## config.mk

```make
export PLATFORM = sky130hd
export DESIGN_NAME = window_mac_ctrl
export DESIGN_NICKNAME = d
export VERILOG_FILES = /design/src/rtl/window_mac_ctrl.sv
export SDC_FILE = /design/constraint.sdc
export NUM_CORES = 1
export LEC_CHECK = 0
export CAP_MARGIN = 5
export CELL_PAD_IN_SITES_DETAIL_PLACEMENT = 0
export CELL_PAD_IN_SITES_GLOBAL_PLACEMENT = 1
export CORE_MARGIN = 3
export CORE_UTILIZATION = 38
export CTS_CLUSTER_DIAMETER = 60
export DETAILED_ROUTE_END_ITERATION = 12
export GPL_ROUTABILITY_DRIVEN = 1
export HOLD_SLACK_MARGIN = 0.12
export PLACE_DENSITY_LB_ADDON = 0.1
export SLEW_MARGIN = 25
export SYNTH_ARGS = -nofsm -noshare
export SYNTH_HDL_FRONTEND = slang
export SYNTH_SLANG_ARGS = --single-unit
export TNS_END_PERCENT = 20
```

## constraint.sdc

```tcl
create_clock -name i_clk -period 5.38 [get_ports i_clk]
set_input_delay 1.614 -clock i_clk [delete_from_list [all_inputs] [get_ports i_clk]]
set_output_delay 1.614 -clock i_clk [all_outputs]
set_load 0.02 [all_outputs]
```

## src/rtl/window_mac_ctrl.sv

```systemverilog
// Loads one 3x3 image window from a valid/ready stream, then MACs it against the kernel window.
// Latency: 9 MAC cycles after the last accepted beat; result held on o_valid until i_ready.
module window_mac_ctrl #(
  parameter int WINDOW_ELEMNT_SIZE = 8,
  parameter int WINDOW_REG_SIZE    = 9,
  parameter int ADDR_SIZE          = 4,
  parameter int ACC_SIZE           = 20
) (
  input  logic                          i_clk,
  input  logic                          i_rst,
  input  logic                          i_start,
  input  logic                          s_valid,
  output logic                          s_ready,
  input  logic [WINDOW_ELEMNT_SIZE-1:0] s_data,
  output logic                          wr_en,
  output logic [ADDR_SIZE-1:0]          wr_addr,
  output logic [WINDOW_ELEMNT_SIZE-1:0] wr_data,
  output logic [ADDR_SIZE-1:0]          rd_addr,
  input  logic [WINDOW_ELEMNT_SIZE-1:0] img_rd_data,
  input  logic [WINDOW_ELEMNT_SIZE-1:0] krn_rd_data,
  output logic                          o_valid,
  input  logic                          i_ready,
  output logic [ACC_SIZE-1:0]           o_result,
  output logic                          o_busy
);

  localparam logic [ADDR_SIZE-1:0] LAST_IDX = ADDR_SIZE'(WINDOW_REG_SIZE - 1);
  localparam logic [ADDR_SIZE-1:0] ADDR_ONE = ADDR_SIZE'(1);

  typedef enum logic [1:0] {IDLE, LOAD, MAC, DONE} state_t;

  state_t                          state, state_nxt;
  logic [ADDR_SIZE-1:0]            load_cnt, load_cnt_nxt, rd_addr_nxt;
  logic [ACC_SIZE-1:0]             acc, acc_nxt, result_nxt, sum;
  logic                            valid_nxt;
  logic [2*WINDOW_ELEMNT_SIZE-1:0] prod;

  assign prod    = (2*WINDOW_ELEMNT_SIZE)'(img_rd_data) * (2*WINDOW_ELEMNT_SIZE)'(krn_rd_data);
  assign sum     = acc + ACC_SIZE'(prod);
  assign wr_addr = load_cnt;
  assign wr_data = s_data;
  assign o_busy  = (state != IDLE);

  always_ff @(posedge i_clk) begin
    if (i_rst) begin
      state    <= IDLE;
      load_cnt <= '0;
      rd_addr  <= '0;
      acc      <= '0;
      o_result <= '0;
      o_valid  <= 1'b0;
    end else begin
      state    <= state_nxt;
      load_cnt <= load_cnt_nxt;
      rd_addr  <= rd_addr_nxt;
      acc      <= acc_nxt;
      o_result <= result_nxt;
      o_valid  <= valid_nxt;
    end
  end

  always_comb begin
    state_nxt    = state;
    load_cnt_nxt = load_cnt;
    rd_addr_nxt  = rd_addr;
    acc_nxt      = acc;
    result_nxt   = o_result;
    valid_nxt    = o_valid;
    s_ready      = 1'b0;
    wr_en        = 1'b0;
    case (state)
      IDLE: begin
        if (i_start) begin
          state_nxt    = LOAD;
          load_cnt_nxt = '0;
          acc_nxt      = '0;
        end
      end
      LOAD: begin
        s_ready = 1'b1;
        wr_en   = s_valid;
        if (s_valid) begin
          load_cnt_nxt = load_cnt + ADDR_ONE;
          if (load_cnt == LAST_IDX) begin
            state_nxt   = MAC;
            rd_addr_nxt = '0;
            acc_nxt     = '0;
          end
        end
      end
      MAC: begin
        acc_nxt = sum;
        if (rd_addr == LAST_IDX) begin
          // rd_addr parks on the last element until the result is taken
          result_nxt = sum;
          valid_nxt  = 1'b1;
          state_nxt  = DONE;
        end else begin
          rd_addr_nxt = rd_addr + ADDR_ONE;
        end
      end
      DONE: begin
        if (i_ready) begin
          valid_nxt   = 1'b0;
          rd_addr_nxt = '0;
          state_nxt   = IDLE;
        end
      end
      default: state_nxt = IDLE;
    endcase
  end

endmodule

```

==> reports/qor.yml, run 1 <==
route:
  vias_per_cell: 4.97
  drc: 0
  drt.antenna.violating_nets: 0
  drtIter0Drc: 192
  dr_total_vias: 4495
  post_drt_wl_per_cell_um: 15.0
  totalWireLength_um: 13600
  dr.pass1.iters: 4
yosys:
  synth_area_um2: 5180
  yosys-top-cells-count: "inv_1 (111), nand2_1 (86), dfxtp_1 (51)"
  syn_inst: 636
  ys_warn_count: 0
  ys_ff_latch: 51
  yosys-top-cells-area: "dfxtp_1 (20%), fa_1 (19%), ha_1 (12%), inv_1 (8.0%), nand2_1 (6.2%)"
  ys_types: 53
  synth_ff_type: "dfxtp_1"
  yosysTopAreaCellShare: 0.197
  synth_top_area_cell: "dfxtp_1"
  yosysMostFrequentCell: "inv_1"
  avgSynthCellArea_um2: 8.14
  async_flop_share: 0
  syn-num-nets: 764
  synth_edf_count: 0
  ys_seq_area_frac: 0.197
floorplanning:
  initial_utilization: 0.389
  fp.dieH_um: 123
  pin_count: 69
  rows: 42
  die_w_um: 123
  core_um2: 13300
  dieArea_um2: 15100
placement:
  place_hpwl_um: 10600
  placed_area_um2: 6260
  port_buffers: 52
  place.gp.congestion: 0.863
power:
  internal_power_mw: 1.55
  p_leak_nw: 3.00
  power_frac_comb: 0.706
  p_per_area_nw_per_um2: 405
  swShare: 0.437
  max-vdd-ir-drop_mv: 0.250
  p_seq_frac: 0.152
  p_switching_mw: 1.20
  clock_power_share: 0.142
  p_total_mw: 2.75
timing:
  skew_ns: 0.00938
  max_clock_freq_mhz: 184
  setup_viol: 2
  final_hold_viol_count: 0
  drv_slew: 0
  finalWorstSetupSlack_ns: -0.0612
  tightest_slew_ns: 1.01
  period_share: 1.01
  fin_tns_setup_ns: -0.101
  relSlewSlack: 0.328
  fin_crit_ns: 5.44
  rsz0062_at_grt: "true"
setup_path:
  cp_max_fo: 5
  end_kind: "flop"
  crit_required_ns: 5.61
  start_kind: "input pin"
  cp_data_arrival_time_ns: 5.68
  crit_type: "in -> reg"
global_route:
  grt_pass1_vias: 4461
  grt_pass1_wl_um: 22500
  antenna_found_initial: 0
  grt-ovfl-total: 0
  grt_max_degree: 38
  track_usage: 0.186
cells_and_area:
  final_layout_size_suffix_gt1_frac: 0.232
  fin_area_um2: 6790
  final_util: 0.511
  syn_to_final_growth_pct: 31.2
  diodes: 0
  layout.nets: 855
  fillers: 1301
clock_network:
  cts_root_buf: "clkbuf_16"
  clock_sinks: 51
  tritoncts: "done"
  cts.reportedPaths.clkPinSlew_ns: 0.07
  numCtsBuffers: 5
  htree_levels: 2
  clock_latency_ns: 0.30
  clockBufferDepth: 2
outcome:
  failed_checks: "setup timing"
  status: "finished with violations"
worst_hold_path:
  hold_class: "reg -> reg"
run:
  max_cap_viol_count: 0
## kinds of logic (layout without fill, tap and decap cells)
kind of cell	Yosys count	after routing	synth area share
and+or+nand+nor	224	224	0.220
buffers and inverters	144	236	0.114
AOI/OAI and AO/OA	106	106	0.135
adders and majority gates	99	99	0.312
DFF	51	51	0.197
xor gates and xnor gates	9	9	0.0152
muxes	3	3	0.00604
## layout make-up
cell class	count	area, um^2	area share
clock buffers	6	139	0.0205
clock inverters	2	38.8	0.00571
inverters	112	420	0.0619
multi-input cells	441	3930	0.579
flip-flops and latches	51	1020	0.150
well taps	176	220	0.0324
repair buffers	116	1020	0.150
## registers in the layout (all words and copies together), names as in the netlist
signal and count:
wr_addr 4, rd_addr 4, state 2, o_result 20
o_valid 1, acc 20
## placed cells by master, fill, tap and decap left out, types with 5 or more instances in the layout
cell             instances
a21oi_1                 33
and2_4                   8
xor2_1                   5
o21ai_0                  9
ha_4                     8
nand4_1                  7
inv_1                  102
nor3b_1                  6
nand2_2                  5
o211ai_1                 6
fa_1                    43
fa_2                     7
a21oi_2                  6
ha_1                    40
nor2_1                  26
nand3_1                 18
a21o_1                   8
buf_4                   59
clkdlybuf4s50_1         35
and2_1                  29
inv_2                    9
buf_2                    5
nand2_1                 77
nor3_1                   6
nand3b_1                11
dfxtp_1                 51
buf_6                   14
clkbuf_16                5
## worst max-delay path: stages
cell and delay, ns:
buf_6 0.10, buf_6 0.12, buf_6 0.12, and2_4 0.13, fa_2 0.36, fa_1 0.49, fa_1 0.52, inv_2 0.05
fa_1 0.55, inv_2 0.05, ha_4 0.27, o211ai_1 0.10, o21ai_2 0.23, a31oi_4 0.12, o211ai_1 0.28, buf_4 0.17
mux2_4 0.30, a21oi_2 0.11
## worst paths after layout
check,slack [ns],to,depth (start not counted),start
setup / recovery,-0.06,acc[18]$_SDFFE_PP0P_,18,img_rd_data[4]
hold / removal,0.46,o_result[1]$_SDFFE_PP0P_,2,o_result[1]$_SDFFE_PP0P_
setup reg to reg,1.10,acc[18]$_SDFFE_PP0P_,16,acc[7]$_SDFFE_PP0P_
hold reg to reg,0.46,o_result[1]$_SDFFE_PP0P_,2,o_result[1]$_SDFFE_PP0P_
## routing by layer
metal,share of wire,vias to the layer above,global-route usage,routed length [um]
met5,0,-,0,0
li1,-,2242,-,-
met2,0.46,97,0.299,6310
met4,0.018,0,0.0476,244
met1,0.48,2137,0.260,6460
met3,0.041,19,0.0304,555
## stage by stage
stage,hold WS (ns),setup WS [ns],instances
after detailed placement,0.451,-0.936,887
after floorplan,0.432,-0.0913,636
final,0.458,-0.0612,904
after CTS,0.460,-0.0621,900
after global routing,0.477,-0.249,904
after global placement,0.442,-1.00,887
## power by group through the flow
stage	Clock (mW)	Sequential [mW]	Combinational [mW]
floorplan	0	0.425	1.08
global placement	0	0.426	1.59
detailed placement	0	0.427	1.61
CTS	0.397	0.418	1.79
global route	0.413	0.421	2.15
finish	0.389	0.418	1.94
## repair_timing
item,CTS,global route
gates cloned,0,0
pin swaps,33,48
setup endpoints to repair,26,21
hold endpoints to repair,0,0
gates resized for setup,104,70
hold buffers,0,0
setup buffers,6,5
(Power assumes the default switching activity.)
==> run 2, diff against run 1 <==
--- a/config.mk
+++ b/config.mk
@@ -5,16 +5,18 @@
 export SDC_FILE = /design/constraint.sdc
 export NUM_CORES = 1
 export LEC_CHECK = 0
+export ABC_AREA = 1
 export CAP_MARGIN = 5
 export CELL_PAD_IN_SITES_DETAIL_PLACEMENT = 0
 export CELL_PAD_IN_SITES_GLOBAL_PLACEMENT = 1
 export CORE_MARGIN = 3
-export CORE_UTILIZATION = 38
+export CORE_UTILIZATION = 37
 export CTS_CLUSTER_DIAMETER = 60
 export DETAILED_ROUTE_END_ITERATION = 12
 export GPL_ROUTABILITY_DRIVEN = 1
 export HOLD_SLACK_MARGIN = 0.12
 export PLACE_DENSITY_LB_ADDON = 0.1
+export SKIP_LAST_GASP = 1
 export SLEW_MARGIN = 25
 export SYNTH_ARGS = -nofsm -noshare
 export SYNTH_HDL_FRONTEND = slang
==> reports/qor.yml, run 2 <==
setup_path:
  crit_required_ns: 5.57
  start_kind: "input pin"
  reg2reg_to: "o_result[13]$_SDFFE_PP0P_"
  cp_data_arrival_time_ns: 5.30
  r2r_start: "acc[6]$_SDFFE_PP0P_"
  crit_type: "in -> reg"
  cp_max_fo: 6
  end_kind: "flop"
  rr_worst_depth: 20
  r2r_setup_slack_ns: 1.51
route:
  drc: 0
  dr_total_vias: 4483
  drtIter0Drc: 201
  post_drt_wl_per_cell_um: 12.1
  dr.pass1.iters: 5
  totalWireLength_um: 12300
  vias_per_cell: 4.39
  drt.antenna.violating_nets: 0
floorplanning:
  fp.dieH_um: 126
  rows: 43
  pin_count: 69
  dieArea_um2: 15800
  initial_utilization: 0.379
  core_um2: 13900
  die_w_um: 126
cells_and_area:
  syn_to_final_growth_pct: 20.7
  diodes: 0
  final_layout_size_suffix_gt1_frac: 0.116
  fillers: 1483
  reg_top3: "acc (20), o_result (20)"
  final_common_cell: "nand2_1"
  layout_common_cells: "nand2_1 (225), inv_1 (209), dfxtp_1 (51)"
  layout.nets: 969
  seq_area_um2: 1020
  multi_input_area_um2: 3410
  final_util: 0.458
yosys:
  synth_ff_type: "dfxtp_1"
  yosys-top-cells-area: "dfxtp_1 (19%), fa_1 (19%), nand2_1 (16%), inv_1 (15%), ha_1 (12%)"
  yosysTopAreaCellShare: 0.193
  yosysMostFrequentCell: "nand2_1"
  async_flop_share: 0
  avgSynthCellArea_um2: 6.82
  synth_edf_count: 0
  synth_top_area_cell: "dfxtp_1"
  syn-num-nets: 903
  ys_types: 34
  yosys-top-cells-count: "nand2_1 (228), inv_1 (210), dfxtp_1 (51)"
  synth_area_um2: 5280
  ys_warn_count: 0
  syn_inst: 775
  ys_ff_latch: 51
  ys_seq_area_frac: 0.193
timing:
  relSlewSlack: 0.567
  period_share: 0.950
  tightest_slew_ns: 0.649
  drv_slew: 0
  fin_crit_ns: 5.11
  skew_ns: 0.00594
  max_clock_freq_mhz: 196
  finalWorstSetupSlack_ns: 0.266
  whs_ns: 0.466
  rsz0062_at_grt: "true"
  setup_viol: 0
  final_hold_viol_count: 0
clock_network:
  clock_latency_ns: 0.29
  clockBufferDepth: 2
  numCtsBuffers: 5
  hold_buffers: 0
  cts_root_buf: "clkbuf_16"
  cts.reportedPaths.clkPinSlew_ns: 0.07
  htree_levels: 2
  clock_sinks: 51
  tritoncts: "done"
worst_hold_path:
  whs_endpoint: "acc[4]$_SDFFE_PP0P_"
  hold_class: "reg -> reg"
  min_delay_path_depth: 2
  hp-start: "acc[4]$_SDFFE_PP0P_"
global_route:
  grt_max_degree: 35
  grt_pass1_vias: 4607
  antenna_found_initial: 0
  track_usage: 0.168
  grt_pass1_wl_um: 22200
  grt-ovfl-total: 0
placement:
  place_hpwl_um: 10200
  place.gp.congestion: 0.826
  port_buffers: 52
  post-place-ws_ns: -0.696
run:
  max_cap_viol_count: 0
outcome:
  status: "complete, no violations"
power:
  clock_power_share: 0.134
  p_per_area_nw_per_um2: 437
  p_seq_frac: 0.157
  power_frac_comb: 0.710
  p_leak_nw: 3.53
  max-vdd-ir-drop_mv: 0.266
  p_switching_mw: 1.31
  swShare: 0.468
  internal_power_mw: 1.48
-- run 2: critical path, stage by stage --
cell and delay [ns]:
clkbuf_2 0.15, nand2_1 0.09, fa_1 0.54, inv_1 0.05, fa_1 0.50, fa_1 0.54
inv_1 0.05, fa_1 0.53, inv_1 0.07, ha_4 0.25, nand2_1 0.08, inv_1 0.06
a21oi_1 0.17, nand2_2 0.10, or2_1 0.23, nand2_1 0.07, nand2_1 0.05, o211ai_1 0.09
inv_1 0.06
-- run 2: power groups by stage --
stage	clock network (mW)	registers, mW	logic [mW]
3_3_place_gp	0	0.443	1.83
6_report	0.373	0.436	1.98
2_1_floorplan	0	0.449	1.21
5_1_grt	0.401	0.442	2.29
4_1_cts	0.389	0.436	1.89
3_5_place_dp	0	0.445	1.83
-- run 2: logic make-up after synthesis --
logic type,Yosys count,share of synthesized area
and+or+nand+nor,307,0.238
buffers and inverters,247,0.186
adders and majority gates,99,0.305
AOI/OAI and AO/OA,67,0.0708
DFF,51,0.193
xor gates and xnor gates,4,0.00663
-- run 2: what timing repair did --
action	4_1_cts	5_1_grt
endpoints found under the setup margin	25	25
pin swaps	5	11
setup buffers	0	0
hold endpoints to repair	0	0
resized for setup	32	43
-- run 2: worst max path at each step --
stage | start | to | slack, ns | depth (start not counted)
2_1_floorplan | img_rd_data[5] | o_result[11]$_SDFFE_PP0P_ | 0.003 | 19
3_3_place_gp | krn_rd_data[7] | o_result[16]$_SDFFE_PP0P_ | -0.70 | 22
3_5_place_dp | krn_rd_data[7] | o_result[16]$_SDFFE_PP0P_ | -0.70 | 22
4_1_cts | krn_rd_data[3] | o_result[15]$_SDFFE_PP0P_ | -0.01 | 21
5_1_grt | img_rd_data[2] | o_result[17]$_SDFFE_PP0P_ | -0.01 | 23
6_report | img_rd_data[4] | o_result[10]$_SDFFE_PP0P_ | 0.27 | 19
-- run 2: layout make-up --
| class | count | area share |
|---|---|---|
| clock inverters | 2 | 0.00608 |
| inverters | 212 | 0.125 |
| well taps | 180 | 0.0353 |
| multi-input cells | 477 | 0.535 |
| flip-flops and latches | 51 | 0.160 |
| clock buffers | 6 | 0.0202 |
| repair buffers | 94 | 0.119 |
-- run 2: stage by stage --
stage	TNS (ns)	cells	instance area (um^2)	total power, mW
5_1_grt	-0.0225	1022	6380	3.14
6_report	0	1022	6380	2.79
4_1_cts	-0.0403	1022	6350	2.71
3_5_place_dp	-15.73	1014	6160	2.27
2_1_floorplan	0	775	5290	1.66
3_3_place_gp	-15.28	1014	6160	2.27
-- run 2: layer usage --
layer / track usage / share of wire / routed length (um)
met5: 0 / 0 / 0
met4: 0.0338 / 0.010 / 123
met3: 0.0269 / 0.045 / 552
met2: 0.281 / 0.46 / 5650
met1: 0.231 / 0.49 / 6010
==> run 3, diff against run 2 <==
--- a/config.mk
+++ b/config.mk
@@ -7,15 +7,12 @@
 export LEC_CHECK = 0
 export ABC_AREA = 1
 export CAP_MARGIN = 5
-export CELL_PAD_IN_SITES_DETAIL_PLACEMENT = 0
-export CELL_PAD_IN_SITES_GLOBAL_PLACEMENT = 1
 export CORE_MARGIN = 3
-export CORE_UTILIZATION = 37
+export CORE_UTILIZATION = 40
 export CTS_CLUSTER_DIAMETER = 60
 export DETAILED_ROUTE_END_ITERATION = 12
 export GPL_ROUTABILITY_DRIVEN = 1
 export HOLD_SLACK_MARGIN = 0.12
-export PLACE_DENSITY_LB_ADDON = 0.1
 export SKIP_LAST_GASP = 1
 export SLEW_MARGIN = 25
 export SYNTH_ARGS = -nofsm -noshare
==> reports/qor.yml, run 3 (synthesized netlist as in run 2, its figures left out) <==
cells_and_area:
  layout.nets: 966
  layout_common_cells: "nand2_1 (220), inv_1 (209), dfxtp_1 (51)"
  reg_top3: "acc (20), o_result (20)"
  syn_to_final_growth_pct: 20.1
  fillers: 1287
  final_layout_size_suffix_gt1_frac: 0.113
  diodes: 0
  final_common_cell: "nand2_1"
  final_util: 0.497
  fin_area_um2: 6350
worst_hold_path:
  hold_class: "reg -> reg"
  min_delay_path_depth: 2
  hp-start: "acc[13]$_SDFFE_PP0P_"
  whs_endpoint: "acc[13]$_SDFFE_PP0P_"
timing:
  setup_viol: 0
  tightest_slew_ns: 0.660
  fin_crit_ns: 5.20
  max_clock_freq_mhz: 192
  rsz0062_at_grt: "true"
  period_share: 0.967
  drv_slew: 0
  relSlewSlack: 0.560
  skew_ns: 0.00810
  finalWorstSetupSlack_ns: 0.179
  final_hold_viol_count: 0
  whs_ns: 0.465
power:
  p_leak_nw: 3.51
  p_per_area_nw_per_um2: 433
  max-vdd-ir-drop_mv: 0.324
  p_total_mw: 2.75
setup_path:
  cp_data_arrival_time_ns: 5.40
  r2r_setup_slack_ns: 1.47
  path_cells: "dlygate4sd2_1, buf_4, nand2_1, fa_1, inv_1, fa_1, fa_1, inv_1, fa_1, inv_1, ha_4, nand2_2, nor2_1, nand3_1, nand2_2, or2_2, nand2_2, o21ai_0, nand2_1, inv_1"
  rr_worst_depth: 18
  start_kind: "input pin"
  crit_required_ns: 5.58
  cp_max_fo: 4
  reg2reg_to: "o_result[11]$_SDFFE_PP0P_"
  cp_slowest_cell: "fa_1"
  end_kind: "flop"
  cpPeakStageDelay_ns: 0.55
  crit_type: "in -> reg"
  r2r_start: "acc[6]$_SDFFE_PP0P_"
clock_network:
  clockBufferDepth: 2
  cts_setup_buffers: 0
  htree_levels: 2
  clock_sinks: 51
  tritoncts: "done"
  clock_latency_ns: 0.29
  numCtsBuffers: 5
  cts.reportedPaths.clkPinSlew_ns: 0.08
  hold_buffers: 0
  cts_root_buf: "clkbuf_16"
global_route:
  antenna_found_initial: 0
  grt_pass1_wl_um: 21300
  grt_max_degree: 34
  grt_pass1_vias: 4597
  track_usage: 0.176
  grt-ovfl-total: 0
floorplanning:
  dieArea_um2: 14600
  core_um2: 12800
  die_w_um: 121
  fp.dieH_um: 121
  rows: 41
  initial_utilization: 0.414
  pin_count: 69
placement:
  place_hpwl_um: 9830
  port_buffers: 52
  placed_area_um2: 6120
  post-place-ws_ns: -0.753
  place.gp.congestion: 0.891
route:
  drtIter0Drc: 250
  dr_total_vias: 4519
  post_drt_wl_per_cell_um: 12.0
  vias_per_cell: 4.47
  totalWireLength_um: 12100
  drc: 0
  dr.pass1.iters: 5
  drt.antenna.violating_nets: 0
outcome:
  status: "complete, no violations"
run:
  max_cap_viol_count: 0
-- run 3: final cells by class --
| type | count | area (um^2) | area share |
|---|---|---|---|
| clock buffer | 5 | 125 | 0.0197 |
| clock inverter | 3 | 23.8 | 0.00375 |
| inverter | 212 | 796 | 0.125 |
| multi-input combinational | 477 | 3410 | 0.538 |
| sequential | 51 | 1020 | 0.161 |
| tap | 172 | 215 | 0.0339 |
| timing repair buffer | 91 | 753 | 0.119 |
-- run 3: worst max-delay path by stage --
stage / from / to / slack, ns / depth (start not counted)
2_1_floorplan: img_rd_data[5] / o_result[11]$_SDFFE_PP0P_ / 0.003 / 19
3_3_place_gp: img_rd_data[4] / o_result[11]$_SDFFE_PP0P_ / -0.73 / 19
3_5_place_dp: krn_rd_data[6] / o_result[11]$_SDFFE_PP0P_ / -0.75 / 19
4_1_cts: krn_rd_data[7] / o_result[11]$_SDFFE_PP0P_ / -0.03 / 19
5_1_grt: krn_rd_data[5] / o_result[14]$_SDFFE_PP0P_ / -0.01 / 21
6_report: img_rd_data[7] / o_result[11]$_SDFFE_PP0P_ / 0.18 / 20
-- run 3: timing repair --
item                                    4_1_cts  5_1_grt
cloned                                        0        0
pin swaps                                     4       10
endpoints found under the setup margin       25       24
gates resized for setup                      39       39
-- run 3: metal layers --
layer  track usage  up-vias  wire length, um
li1              -     2385                -
met1         0.244     2046             5930
met2         0.295       76             5550
met3        0.0247       12              467
met4        0.0368        0              161
met5             0        -                0
-- run 3: metrics by stage --
step                std cells  setup TNS (ns)
finish                   1011               0
CTS                      1011         -0.0250
global route             1011         -0.0147
floorplan                 775               0
detailed placement       1003          -15.60
global placement         1003          -14.93
-- run 3: worst max-delay path: cells and delay by family --
| kind | cells | cell delay [ns] |
|---|---|---|
| fa+ha+maj | 5 | 2.23 |
| simple gates | 8 | 0.80 |
| buf+inv | 6 | 0.65 |
| compound gates | 1 | 0.08 |
-- run 3: power breakdown --
group,switching (mW),internal (mW)
combinational,1.13,0.844
clock,0.156,0.175
sequential,0.0247,0.412
total,1.31,1.43
==> RTL change 1: new RTL, settings of run 3 <==
One comparison of `load_cnt` changes from == to >=.
--- a/src/rtl/window_mac_ctrl.sv
+++ b/src/rtl/window_mac_ctrl.sv
@@ -81,7 +81,7 @@
         wr_en   = s_valid;
         if (s_valid) begin
           load_cnt_nxt = load_cnt + ADDR_ONE;
-          if (load_cnt == LAST_IDX) begin
+          if (load_cnt >= LAST_IDX) begin
             state_nxt   = MAC;
             rd_addr_nxt = '0;
             acc_nxt     = '0;
Formal check against the unedited RTL: same outputs for any inputs over 10 cycles, from zero or initial values and one cycle with i_rst high; that may be too few to reach the edited logic, so the function may still have changed.
==> RTL change 1 against run 3 <==
Non-clock buffer count fell by 3; worst hold slack gained 0.0025 ns; final cell count decreased by 0.20%; sequential cell count did not move; design area up 0.55%; worst setup slack gained 0.070 ns; synthesized area up 1.1%; fmax grew 1.4%; global-route usage grew 0.19 points; largest cell class unchanged; power grew 0.85%; die area grew 1.0%; routed wire length up 2.8%.
==> RTL change 1: results (changes against run 3) <==
yosys-top-cells-count: "237 x sky130_fd_sc_hd__nand2_1, 213 x sky130_fd_sc_hd__inv_1, 51 x sky130_fd_sc_hd__dfxtp_1"
relSlewSlack_pct: 42.8  # -13 points
drt_wl_total_um: 12400  # +2.8%
number_of_search_and_repair_iterations_in_the_first_detailed_routing_pass: 4  # -1
post_synth.cell_area_avg_um2: 6.86  # +0.68%
grt_start_max_net_pins: 31  # -8.8%
grt_util_all_layers_pct: 17.8  # +0.19 points
grtUsageMet3_pct: 3.25  # +0.78 points
leakage_uw: 0.00352  # +0.37%
grt_util_met2_pct: 29.2  # -0.27 points
worstPathMaxFanout: 6  # +2
outcome: "completed"
wl_met3_um: 556  # +19%
grt_first_pass_wirelength_um: 21600  # +1.3%
route.layer.met1.wl_um: 5890  # -0.56%
postPlaceCellArea_um2: 6150  # +0.35%
worst_case_clock_skew_ns: 0.00462  # -0.00347 ns
ir_drop_v: 0.000348  # +7.5%
num-nets-final: 965  # -0.10%
power.density_nw_per_um2: 434  # +0.30%
power_switching_uw: 1330  # +1.2%
global_routing_usage_on_met1_pct: 24.6  # +0.29 points
post_route_cells_drive_above_1_share_pct: 11.6  # +0.27 points
detailed_place_hpwl_um: 10100  # +2.3%
powerSeq_uw: 443  # +1%
cp_data_arrival_time_ns: 5.33  # -0.07 ns
place.detailed.instances: 1002  # -0.10%
-- RTL change 1: changes by cell type in the layout (fill, tap and decap cells not counted), moves of 4 or more --
| cell | delta |
|---|---|
| sky130_fd_sc_hd__o21ai_0 | -4 |
| sky130_fd_sc_hd__nand3_1 | -5 |
| sky130_fd_sc_hd__buf_2 | -5 |
| sky130_fd_sc_hd__inv_2 | +4 |
| sky130_fd_sc_hd__nor2_1 | -8 |
| sky130_fd_sc_hd__a21oi_2 | +4 |
| sky130_fd_sc_hd__clkbuf_2 | +4 |
| sky130_fd_sc_hd__nand2_1 | +13 |
-- RTL change 1: worst paths after layout --
path | endpoint | cells past startpoint | startpoint
max reg2reg | o_result[17] | 21 | acc[6]
max | o_result[17] | 22 | img_rd_data[4]
min reg2reg | o_result[3] | 2 | o_result[3]
min | o_result[3] | 2 | o_result[3]
-- RTL change 1: worst reg2reg max path: cells and delay by family (launching register included) --
| kind | cells | cell delay, ns |
|---|---|---|
| DFF | 1 | 0.34 |
| and+or+nand+nor | 10 | 0.70 |
| buffers and inverters | 6 | 0.41 |
| adders and majority gates | 5 | 2.35 |
-- RTL change 1: final cells by class --
type	instances	area, um2
Fill cell	1332	6440
Multi-Input combinational cell	473	3430
Clock inverter	2	37.5
Sequential cell	51	1020
Inverter	218	818
Tap cell	172	215
Clock buffer	5	125
Timing Repair Buffer	88	732
-- RTL change 1: logic make-up after synthesis --
kind of cell	synth area share, %
buffers and inverters	19.1
xor gates and xnor gates	0.984
adders and majority gates	30.2
and+or+nand+nor	23.0
DFF	19.1
AOI/OAI and AO/OA	7.64
-- RTL change 1: what timing repair did --
item / in CTS / in global routing
endpoints found under the hold margin: 0 / 0
pin swaps: 6 / 12
setup endpoints to repair: 25 / 24
gates resized for setup: 32 / 43
==> RTL change 2: new RTL, settings of run 3 <==
Made on the original files. `WINDOW_ELEMNT_SIZE`: 8 -> 4.
--- a/src/rtl/window_mac_ctrl.sv
+++ b/src/rtl/window_mac_ctrl.sv
@@ -1,7 +1,7 @@
 // Loads one 3x3 image window from a valid/ready stream, then MACs it against the kernel window.
 // Latency: 9 MAC cycles after the last accepted beat; result held on o_valid until i_ready.
 module window_mac_ctrl #(
-  parameter int WINDOW_ELEMNT_SIZE = 8,
+  parameter int WINDOW_ELEMNT_SIZE = 4,
   parameter int WINDOW_REG_SIZE    = 9,
   parameter int ADDR_SIZE          = 4,
   parameter int ACC_SIZE           = 20
Interface: changed (resized img_rd_data, krn_rd_data, s_data and wr_data); port bits go from 69 to 53. No check against the original RTL was run, so the function may have changed too.
==> RTL change 2 against run 3 <==
Routed wire length fell by 35%; worst setup slack improved by 0.24 ns; power fell by 60%; register-to-register slack improved by 1.4 ns; synthesized area fell by 35%; synthesized cell count fell by 34%; design area fell by 36%; sequential cell count did not move; critical endpoint is now o_result[9]; largest power group is now sequential cells.
==> RTL change 2: results (changes against run 3) <==
slowest_stage: "sky130_fd_sc_hd__clkdlybuf4s50_1"
cp_data_arrival_time_ns: 5.22  # -0.18 ns
clk_pin_slew_ns: 0.10  # +0.02 ns
place.detailed.instances: 647  # -35%
synth_cell_types: 31  # -8.8%
xor_xnor_share_of_the_synthesized_area_pct: 1.79  # +1.1 points
worst_case_clock_skew_ns: 0.00657  # -0.00153 ns
combinational_family_with_the_most_area_after_synthesis: "simple AND/OR/NAND/NOR gates"
grt_start_max_net_pins: 26  # -24%
wl_met3_um: 324  # -31%
pre_cts_ws_ns: 0.134  # +0.886 ns
outcome: "completed"
comb.multi_input.count: 351  # -26%
global_routing_usage_on_met1_pct: 23.2  # -1.2 points
post_cts_resized: 0  # -100%
num-nets-final: 601  # -38%
yosys-top-cells-area: "sky130_fd_sc_hd__dfxtp_1 30%, sky130_fd_sc_hd__nand2_1 17%, sky130_fd_sc_hd__inv_1 10%, sky130_fd_sc_hd__ha_1 9.5%, sky130_fd_sc_hd__nand3_1 5.5%"
clock_buffer_count: 6  # +1
clk_cell_area_share_pct: 3.27  # +0.93 points
number_of_search_and_repair_iterations_in_the_first_detailed_routing_pass: 6  # +1
fillers: 876  # -32%
yosys-top-cells-count: "156 x sky130_fd_sc_hd__nand2_1, 94 x sky130_fd_sc_hd__inv_1, 51 x sky130_fd_sc_hd__dfxtp_1"
post_route_cells_drive_above_1_share_pct: 3.27  # -8.1 points
post_synth_inst_count: 512  # -34%
first_iter_violations: 138  # -45%
avgViaCountPerCell: 4.80  # +7.5%
worst-slew-pin-transition_ns: 0.691  # +0.0312 ns
share_of_the_final_layout_cell_area_in_multi_input_gates_pct: 48.3  # -5.5 points
grt_util_all_layers_pct: 17.1  # -0.57 points
complex_gate_fraction_of_the_synthesized_area_pct: 10.8  # +3.7 points
RTL change 2: changes by cell type in the layout (fill, tap and decap cells not counted), sizes merged, moves of 9 or more:
cell,change
ha,-23
fa,-41
a21oi,-9
inv,-118
buf,-42
nand2,-72
RTL change 2: metrics by stage:
| step | cell area (um2) | hold WS, ns | utilization [%] |
|---|---|---|---|
| 3_3_place_gp | 3920 | 0.453 | 47.4 |
| 2_1_floorplan | 3430 | 0.444 | - |
| 5_1_grt | 4050 | 0.501 | 49.0 |
| 6_report | 4050 | 0.474 | 49.0 |
| 4_1_cts | 4050 | 0.478 | 49.0 |
| 3_5_place_dp | 3920 | 0.462 | 47.4 |
RTL change 2: worst paths after layout:
kind / from / end / slack, ns / depth (start not counted)
setup reg to reg: acc[6] / o_result[9] / 2.89 / 13
hold reg to reg: acc[6] / acc[6] / 0.47 / 2
hold / removal: acc[6] / acc[6] / 0.47 / 2
setup / recovery: img_rd_data[0] / o_result[9] / 0.42 / 15
RTL change 2: worst reg2reg max path: stages, from the launching register on:
cell and delay [ns]:
sky130_fd_sc_hd__dfxtp_1 0.34, sky130_fd_sc_hd__inv_1 0.06, sky130_fd_sc_hd__fa_1 0.53, sky130_fd_sc_hd__inv_1 0.04, sky130_fd_sc_hd__ha_1 0.35, sky130_fd_sc_hd__a21oi_1 0.31
sky130_fd_sc_hd__nor2_1 0.07, sky130_fd_sc_hd__nor2_1 0.09, sky130_fd_sc_hd__nand2_1 0.14, sky130_fd_sc_hd__nand2_1 0.09, sky130_fd_sc_hd__inv_1 0.04, sky130_fd_sc_hd__o21ai_0 0.24
sky130_fd_sc_hd__nand2_1 0.08, sky130_fd_sc_hd__inv_1 0.05
RTL change 2: power by group:
group          switching [uW]  total, uW  internal, uW
Clock                     132        319           186
Sequential               15.4        410           394
Combinational             246        373           127
Total                     394       1100           707
